`src/rtl/digit_sequencer_pkg.sv`:
```
// Shared types for the digit sequencer: FSM states, playback modes and direction.
package digit_sequencer_pkg;

  typedef enum logic [1:0] {
    IDLE = 2'd0,
    RUN  = 2'd1,
    DONE = 2'd2
  } state_t;

  typedef enum logic [1:0] {
    LOOP     = 2'b00,
    ONESHOT  = 2'b01,
    PINGPONG = 2'b10
  } mode_t;

  typedef enum logic {
    DIR_UP   = 1'b0,
    DIR_DOWN = 1'b1
  } dir_t;

  // The unused encoding 2'b11 plays back as a plain loop.
  function automatic mode_t decode_mode(input logic [1:0] raw);
    case (raw)
      2'b01:   return ONESHOT;
      2'b10:   return PINGPONG;
      default: return LOOP;
    endcase
  endfunction

endpackage

```
`src/rtl/digit_sequencer_pattern_ram.sv`:
```
// Pattern storage: DEPTH x DIGIT_W register file, synchronous write, combinational read.
module digit_pattern_ram #(
  parameter int DIGIT_W = 4,
  parameter int DEPTH   = 8,
  parameter int ADDR_W  = 3
) (
  input  logic               CLK,
  input  logic               RST,
  input  logic               wr_en,
  input  logic [ADDR_W-1:0]  wr_addr,
  input  logic [DIGIT_W-1:0] wr_data,
  input  logic [ADDR_W-1:0]  rd_addr,
  output logic [DIGIT_W-1:0] rd_data
);

  logic [DIGIT_W-1:0] mem [DEPTH];

  always_ff @(posedge CLK) begin
    if (RST) begin
      for (int i = 0; i < DEPTH; i++) mem[i] <= '0;
    end else if (wr_en && (int'(wr_addr) < DEPTH)) begin
      mem[wr_addr] <= wr_data;
    end
  end

  always_comb begin
    rd_data = '0;
    if (int'(rd_addr) < DEPTH) rd_data = mem[rd_addr];
  end

endmodule

```
`src/rtl/digit_sequencer.sv`:
```
// Steps through a stored digit pattern in loop, one-shot or ping-pong order.
//
// state | meaning
// IDLE  | parked at index 0, waiting for start
// RUN   | stepping through the pattern on step_en
// DONE  | one-shot finished, index held on the last entry
module digit_sequencer
  import digit_sequencer_pkg::*;
#(
  parameter  int DIGIT_W = 4,
  parameter  int DEPTH   = 8,
  localparam int ADDR_W  = (DEPTH > 1) ? $clog2(DEPTH) : 1,
  localparam int LEN_W   = $clog2(DEPTH + 1)
) (
  input  logic               CLK,
  input  logic               RST,
  input  logic               wr_en,
  input  logic [ADDR_W-1:0]  wr_addr,
  input  logic [DIGIT_W-1:0] wr_data,
  input  logic [LEN_W-1:0]   len,
  input  logic [1:0]         mode,
  input  logic               start,
  input  logic               stop,
  input  logic               step_en,
  output logic [DIGIT_W-1:0] digit,
  output logic [ADDR_W-1:0]  index,
  output logic               busy,
  output logic               done,
  output logic               wrap
);

  state_t             state_q, state_n;
  mode_t              mode_q, mode_n;
  dir_t               dir_q, dir_n;
  logic [LEN_W-1:0]   len_q, len_n;
  logic [ADDR_W-1:0]  index_n;
  logic               done_n, wrap_n;
  logic               at_last;
  logic [DIGIT_W-1:0] rd_data;

  // Reads pre-edge contents, so a write to the displayed entry shows one cycle later.
  digit_pattern_ram #(
    .DIGIT_W (DIGIT_W),
    .DEPTH   (DEPTH),
    .ADDR_W  (ADDR_W)
  ) u_ram (
    .CLK     (CLK),
    .RST     (RST),
    .wr_en   (wr_en),
    .wr_addr (wr_addr),
    .wr_data (wr_data),
    .rd_addr (index_n),
    .rd_data (rd_data)
  );

  assign at_last = (LEN_W'(index) == (len_q - LEN_W'(1)));
  assign busy    = (state_q == RUN);

  always_comb begin
    state_n = state_q;
    mode_n  = mode_q;
    dir_n   = dir_q;
    len_n   = len_q;
    index_n = index;
    done_n  = 1'b0;
    wrap_n  = 1'b0;

    if (stop) begin
      state_n = IDLE;
      index_n = '0;
      dir_n   = DIR_UP;
    end else if (start) begin
      if (len == '0)               len_n = LEN_W'(1);
      else if (int'(len) > DEPTH)  len_n = LEN_W'(DEPTH);
      else                         len_n = len;
      mode_n  = decode_mode(mode);
      index_n = '0;
      dir_n   = DIR_UP;
      state_n = RUN;
    end else if ((state_q == RUN) && step_en) begin
      case (mode_q)
        ONESHOT: begin
          if (at_last) begin
            state_n = DONE;
            done_n  = 1'b1;
          end else begin
            index_n = index + ADDR_W'(1);
          end
        end
        PINGPONG: begin
          // A single-entry pattern has nowhere to bounce; each step is a full cycle.
          if (len_q == LEN_W'(1)) begin
            wrap_n = 1'b1;
          end else if (dir_q == DIR_UP) begin
            if (at_last) begin
              dir_n   = DIR_DOWN;
              index_n = index - ADDR_W'(1);
            end else begin
              index_n = index + ADDR_W'(1);
            end
          end else begin
            if (index != '0) begin
              index_n = index - ADDR_W'(1);
            end else begin
              dir_n   = DIR_UP;
              index_n = index + ADDR_W'(1);
              wrap_n  = 1'b1;
            end
          end
        end
        default: begin
          if (at_last) begin
            index_n = '0;
            wrap_n  = 1'b1;
          end else begin
            index_n = index + ADDR_W'(1);
          end
        end
      endcase
    end
  end

  always_ff @(posedge CLK) begin
    if (RST) begin
      state_q <= IDLE;
      mode_q  <= LOOP;
      dir_q   <= DIR_UP;
      len_q   <= LEN_W'(1);
      index   <= '0;
      digit   <= '0;
      done    <= 1'b0;
      wrap    <= 1'b0;
    end else begin
      state_q <= state_n;
      mode_q  <= mode_n;
      dir_q   <= dir_n;
      len_q   <= len_n;
      index   <= index_n;
      digit   <= rd_data;
      done    <= done_n;
      wrap    <= wrap_n;
    end
  end

endmodule

```
`config.mk`:
```
export PLATFORM = sky130hd
export DESIGN_NAME = digit_sequencer
export DESIGN_NICKNAME = d
export VERILOG_FILES = /design/src/rtl/digit_sequencer_pkg.sv /design/src/rtl/digit_sequencer_pattern_ram.sv /design/src/rtl/digit_sequencer.sv
export SDC_FILE = /design/constraint.sdc
export NUM_CORES = 1
export LEC_CHECK = 0
export CORE_UTILIZATION = 45
export DETAILED_ROUTE_END_ITERATION = 6
export GPL_ROUTABILITY_DRIVEN = 0
export PLACE_DENSITY = 0.66
export SYNTH_ARGS = -nofsm -noshare
export SYNTH_HDL_FRONTEND = slang
export SYNTH_HIERARCHICAL = 1
export SYNTH_SLANG_ARGS = --single-unit
```
`constraint.sdc`:
```
create_clock -name CLK -period 4.3 [get_ports CLK]
set_input_delay 1.075 -clock CLK [delete_from_list [all_inputs] [get_ports CLK]]
set_output_delay 1.075 -clock CLK [all_outputs]
set_load 0.02 [all_outputs]
```
# --- Word level (Yosys, flattened, before mapping) ---
# Memory sizes are Yosys's and may differ from the RTL's. A register that Yosys moved wholly into a read port is not among the register bits.
# Cells that the tools add are included.
op_classes:
  magnitude_cmp: 1
  eq_ne: 7
  n_reduce_logical: 15
  mux: 32
  bitwise_logic: 4
  n_addsub: 3
ops:
  columns: ["cell", "n"]
  rows:
  - ["$mux W3", 10]
  - ["$mux W1", 16]
  - ["$mux W4", 3]
  - ["$reduce_and A3 Y1", 3]
  - ["$reduce_or A4 Y1", 2]
  - ["$eq A2 B1 Y1 const B", 3]
  - ["$pmux W3 S2", 1]
  - ["$reduce_bool A2 Y1", 3]
  - ["$reduce_or A5 Y1", 1]
  - ["$eq A2 B2 Y1 const B", 2]
  - ["$eq A3 B4 Y1", 1]
  - ["$eq A4 B1 Y1 const B", 1]
  - ["$gt A4 B4 Y1 const B", 1]
  - ["$logic_not A4 Y1", 1]
  - ["$not A1 Y1", 4]
  - ["$pmux W2 S2", 1]
  - ["$sub A4 B1 Y4 const B", 1]
  - ["$add A3 B1 Y3 const B", 1]
  - ["$reduce_bool A3 Y1", 1]
  - ["$reduce_or A3 Y1", 1]
  - ["$sub A3 B1 Y3 const B", 1]
  - ["$pmux W1 S2", 1]
  - ["$reduce_and A2 Y1", 1]
  - ["$reduce_or A2 Y1", 1]
  - ["$logic_and A1 B1 Y1", 1]
word_totals:
  ramBits: 32
  mem_count: 1
  reg_bits: 14
  in_bits: 19
  elab_cells: 71
memory_table:
  columns: ["name", "depth", "word_bits", "read_ports", "rd_clocked_by_memory_dff", "write_ports", "line_no", "text"]
  rows:
  - ["u_ram.mem", 8, 4, 1, 1, 8, "digit_sequencer_pattern_ram.sv:16", "logic [DIGIT_W-1:0] mem [DEPTH];"]

# --- Longest topological paths before layout ---
logic_depth:
  ltp_word: 9
  mapped_depth: 16

# --- Hierarchy ---
# Netlist, hierarchy kept.
modules_own_cells:
  columns: ["mod", "n_inst", "cells_each", "area_each_um2", "seq_area_each_um2"]
  rows:
  - ["digit_pattern_ram", 1, 103, 1534.0, 960.9]
  - ["digit_sequencer", 1, 143, 1179.9, 360.3]

# --- Worst setup path after synthesis ---
# OpenSTA, ideal clock, no wires.
synth_path:
  path_type: "reg-to-reg"
  startpoint: "register len_q[0]"
  endpoint: "register digit[1], read port of u_ram.mem"
  stages_incl_launch_ff: 17
  t_required_ps: 4172
  arrival_time_ps: 3288
  n_path_buf: 1
  slack_ps: 884
  synth_period_minus_slack_ps: 3416
  setup_time_ps: 128
  cell_sequence: "dfxtp_1 > inv_1 > ha_1 > xor2_1 > a211o_4 > nor2_2 > inv_1 > ha_1 > inv_1 > a32oi_1 > o21ai_0 > a21oi_1 > nor3_1 > buf_6 > mux4_1 > mux2_2 > nor2b_1"
synth_via:
  elab_chain_cells: 9
  elab_cells_between_ends: 12
  classes_between: "1 x add/sub; 2 x eq/ne; 9 x mux"
synth_rtl:
  columns: ["element", "line_no", "text"]
  rows:
  - ["start, declared", "digit_sequencer.sv:35", "logic [LEN_W-1:0] len_q, len_n;"]
  - ["start signal, assigned", "digit_sequencer.sv:137", "len_q <= len_n;"]
  - ["$sub A4 B1 Y4", "digit_sequencer.sv:56", "assign at_last = (LEN_W'(index) == (len_q - LEN_W'(1)));"]
  - ["$eq A3 B4 Y1", "digit_sequencer.sv:56", null]
  - ["$mux W3", "digit_sequencer.sv:95", "if (at_last) begin"]
  - ["$mux W3", "digit_sequencer.sv:94", "end else if (dir_q == DIR_UP) begin"]
  - ["$mux W3", "digit_sequencer.sv:92", "if (len_q == LEN_W'(1)) begin"]
  - ["$pmux W3 S2 *", "digit_sequencer.sv:81", "case (mode_q)"]
  - ["$mux W3 *", "digit_sequencer.sv:80", "end else if ((state_q == RUN) && step_en) begin"]
  - ["$mux W3 *", "digit_sequencer.sv:72", "end else if (start) begin"]
  - ["$mux W3 *", "digit_sequencer.sv:68", "if (stop) begin"]
  - ["via index_n[0]", "digit_sequencer.sv:36", "logic [ADDR_W-1:0] index_n;"]
  - ["end, declared", "digit_sequencer.sv:25", "output logic [DIGIT_W-1:0] digit,"]
# Mark *: on every way through the listed nets, which the timed path passes. The rest lies on a longest branch.
# A chain may end at the register's enable or synchronous reset.

# --- Worst setup path after layout ---
layout_path:
  startpoint: "register len_q[0]"
  endpoint: "register digit[2], read port of u_ram.mem"
# The elaborated chain is that of the path after synthesis.

==> impl_metrics.json <==
{
  "status": "finished clean",
  "die_area_um2": 6350,
  "antennaDiodeCount": 0,
  "timing.max_cap.violations": 0,
  "synth_largest_area_cell": "edfxtp_1",
  "synth_mux_area_share_pct": 10.1,
  "ys_ff_latch": 50,
  "antenna_found_initial": 0,
  "ir_drop_mv": 0.151,
  "crit_chain": "inv_1 > ha_1 > xor2_1 > a211o_4 > nor2_2 > inv_1 > ha_1 > inv_1 > a32oi_1 > o21ai_0 > a21oi_1 > nor3_1 > buf_4 > mux4_1 > mux2_2 > nor2b_1",
  "fill_cells": 499,
  "clock-root-buffer": "clkbuf_8",
  "switching_share_pct": 25.7,
  "comb_power_share_pct": 13.8,
  "drt_wl_total_um": 5450,
  "yosysWarnings": 6,
  "pin_count": 29,
  "postSynthAreaPerCell_um2": 11.0,
  "synth_area_um2": 2710,
  "drt_iter0_drc": 54,
  "slew_headroom_pct": 51.3,
  "clockPowerShare_pct": 29.0,
  "synthesis.nets": 273,
  "final_cell_mix": "39 x nor3_1, 32 x edfxtp_1, 28 x clkdlybuf4s50_1",
  "dieWidth_um": 79.7,
  "insertion_delay_ns": 0.31,
  "cts_buffers": 5,
  "power.internal_w": 0.000707,
  "yosysSeqAreaShare_pct": 48.7,
  "synth_xor_area_share_pct": 1.61,
  "pwr-share-seq_pct": 57.2,
  "end_kind": "flop",
  "finalNonFillerCells": 342,
  "clock_skew_ns": 0.00564,
  "fmax_mhz": 266,
  "synthCells": 246,
  "drc": 0,
  "ctsLongestPathBuffers": 2,
  "period_needed_ns": 3.75,
  "cp.arrival_ns": 3.95,
  "rsz0062_at_grt": "no",
  "postCtsHoldBufs": 0,
  "port-buffer-count": 28,
  "drv_slew": 0,
  "powerDensity_nw_per_um2": 304,
  "p_sw_w": 0.000244,
  "clkTransAtPathRegs_ns": 0.09,
  "drive_above_1_share_pct": 9.26,
  "ant_nets": 0,
  "synth_top_family_by_area": "simple AND/OR/NAND/NOR gates",
  "yosys.area.top_type_share_pct": 35.4,
  "hold_violations": 0,
  "first_global_vias": 1888,
  "cts_tree": "done",
  "wl_per_cell_um": 15.9,
  "final_common_cell": "nor3_1",
  "period_share_pct": 87.3,
  "synthAdderAreaFrac_pct": 3.69,
  "cp_max_fo": 8,
  "final.setup.tns_ns": 0,
  "worst_pin_slew_ns": 0.728,
  "synth_compound_area_share_pct": 11.6,
  "worst-setup-path-type": "flop to flop",
  "ys_top_cells_by_area": "edfxtp_1 35%, dfxtp_1 13%, mux4_1 7.7%",
  "power.leakage_nw": 1.01,
  "die_h_um": 79.7,
  "cts.sinks": 50,
  "required_ns": 4.50,
  "h-tree-depth": 2,
  "cp_common_cell": "inv_1",
  "fin_util_pct": 55.1,
  "nNetsFinal": 296,
  "hp-class": "flop to flop",
  "fp-row-count": 27,
  "synthFlopType": "edfxtp_1",
  "dp_cells": 334,
  "postCtsSetupRepairBufs": 0,
  "dr.pass1.iters": 4,
  "syn_to_final_growth_pct": 15.2,
  "cts_resized": 0,
  "cp_num_buf_inv": 4,
  "core_um2": 5680,
  "grt_first_pass_wirelength_um": 9110,
  "critPathLaunchType": "flop",
  "hold_ws_ns": 0.454,
  "critPathTopFamily": "multiplexers",
  "start_util_pct": 47.8,
  "report.final.setup_viol": 0,
  "vias": 1943,
  "hpwl_um": 4110,
  "netlist-cell-type-count": 55,
  "synth-async-reset-ratio_pct": 0,
  "synth_edf_count": 32,
  "viasPerCell": 5.68,
  "yosys.area_share.simple_pct": 19.4,
  "crit_path_max_incr_delay_ns": 0.59,
  "slowest_stage": "mux4_1",
  "track_usage_pct": 18.9,
  "overflow": 0,
  "grt_max_degree": 21
}
[cells in the mapped netlist (3+ instances only)]
cell type,count
xor2_1,3
mux4_1,8
a21oi_1,10
nor2_1,15
nand2b_1,5
edfxtp_1,32
mux2_2,4
nand2_1,7
dfxtp_1,18
inv_1,13
nor3b_1,5
o21bai_1,8
clkinv_1,4
o21ai_0,5
nor2b_1,6
nor3_1,39
clkbuf_1,10
ha_1,8
[layout make-up]
type | count | area (um^2) | area share, %
Clock buffer | 5 | 68.8 | 2.20
Inverter | 17 | 63.8 | 2.04
Clock inverter | 3 | 20.0 | 0.641
Tap cell | 72 | 90.1 | 2.88
Multi-Input combinational cell | 164 | 1260 | 40.3
Timing Repair Buffer | 31 | 303 | 9.69
Sequential cell | 50 | 1320 | 42.3
[sequential cells by signal, indices dropped and copies added, names as in the netlist]
signal     cells
dir_q          1
done           1
u_ram/mem     32
index          3
len_q          4
wrap           1
mode_q         2
state_q        2
digit          4
[metal layers]
| metal | vias up | wire length, um | GRT usage [%] |
|---|---|---|---|
| met3 | 17 | 208 | 3.89 |
| met2 | 62 | 2800 | 32.6 |
| met4 | 0 | 145 | 8.36 |
| met5 | - | 0 | 0 |
| li1 | 973 | - | - |
| met1 | 891 | 2300 | 22.6 |
[metrics by stage]
stage	setup slack [ns]	power [W]	instance area [um^2]
3_3_place_gp	0.674	0.000683	3040
4_1_cts	0.551	0.000958	3130
5_1_grt	0.254	0.000993	3130
3_5_place_dp	0.578	0.000687	3040
6_report	0.546	0.000952	3130
2_1_floorplan	0.884	0.000637	2710
[path summary, 6_finish.rpt]
path	cells past startpoint	slack (ns)	start	end
worst max-delay path	16	0.55	len_q[0]$_SDFFE_PP1P_	digit[2]$_SDFF_PP0_
worst min-delay path	2	0.45	state_q[1]$_SDFFE_PP0P_	state_q[1]$_SDFFE_PP0P_
worst max register to register	16	0.55	len_q[0]$_SDFFE_PP1P_	digit[2]$_SDFF_PP0_
worst min register to register	2	0.45	state_q[1]$_SDFFE_PP0P_	state_q[1]$_SDFFE_PP0P_
[worst min-delay path: stages (launching register included)]
cell     delay (ns)
dfxtp_1        0.32
inv_1          0.05
a21oi_1        0.05
[cells by family (layout without fill, tap and decap cells)]
family | after synthesis | after routing
fa+ha+maj | 8 | 8
xor+xnor | 5 | 5
mux | 14 | 14
simple gates | 95 | 95
compound gates | 42 | 42
flops | 50 | 50
buf+inv | 32 | 56
[power by group through the flow]
stage	logic, W	registers (W)	clock network [W]
final	0.000131	0.000544	0.000276
after global routing	0.000145	0.000547	0.000301
after CTS	0.000132	0.000544	0.000282
after detailed placement	0.000131	0.000556	0
after global placement	0.000128	0.000555	0
after floorplan	0.0000827	0.000554	0
Power figures use the tool's default switching activity.
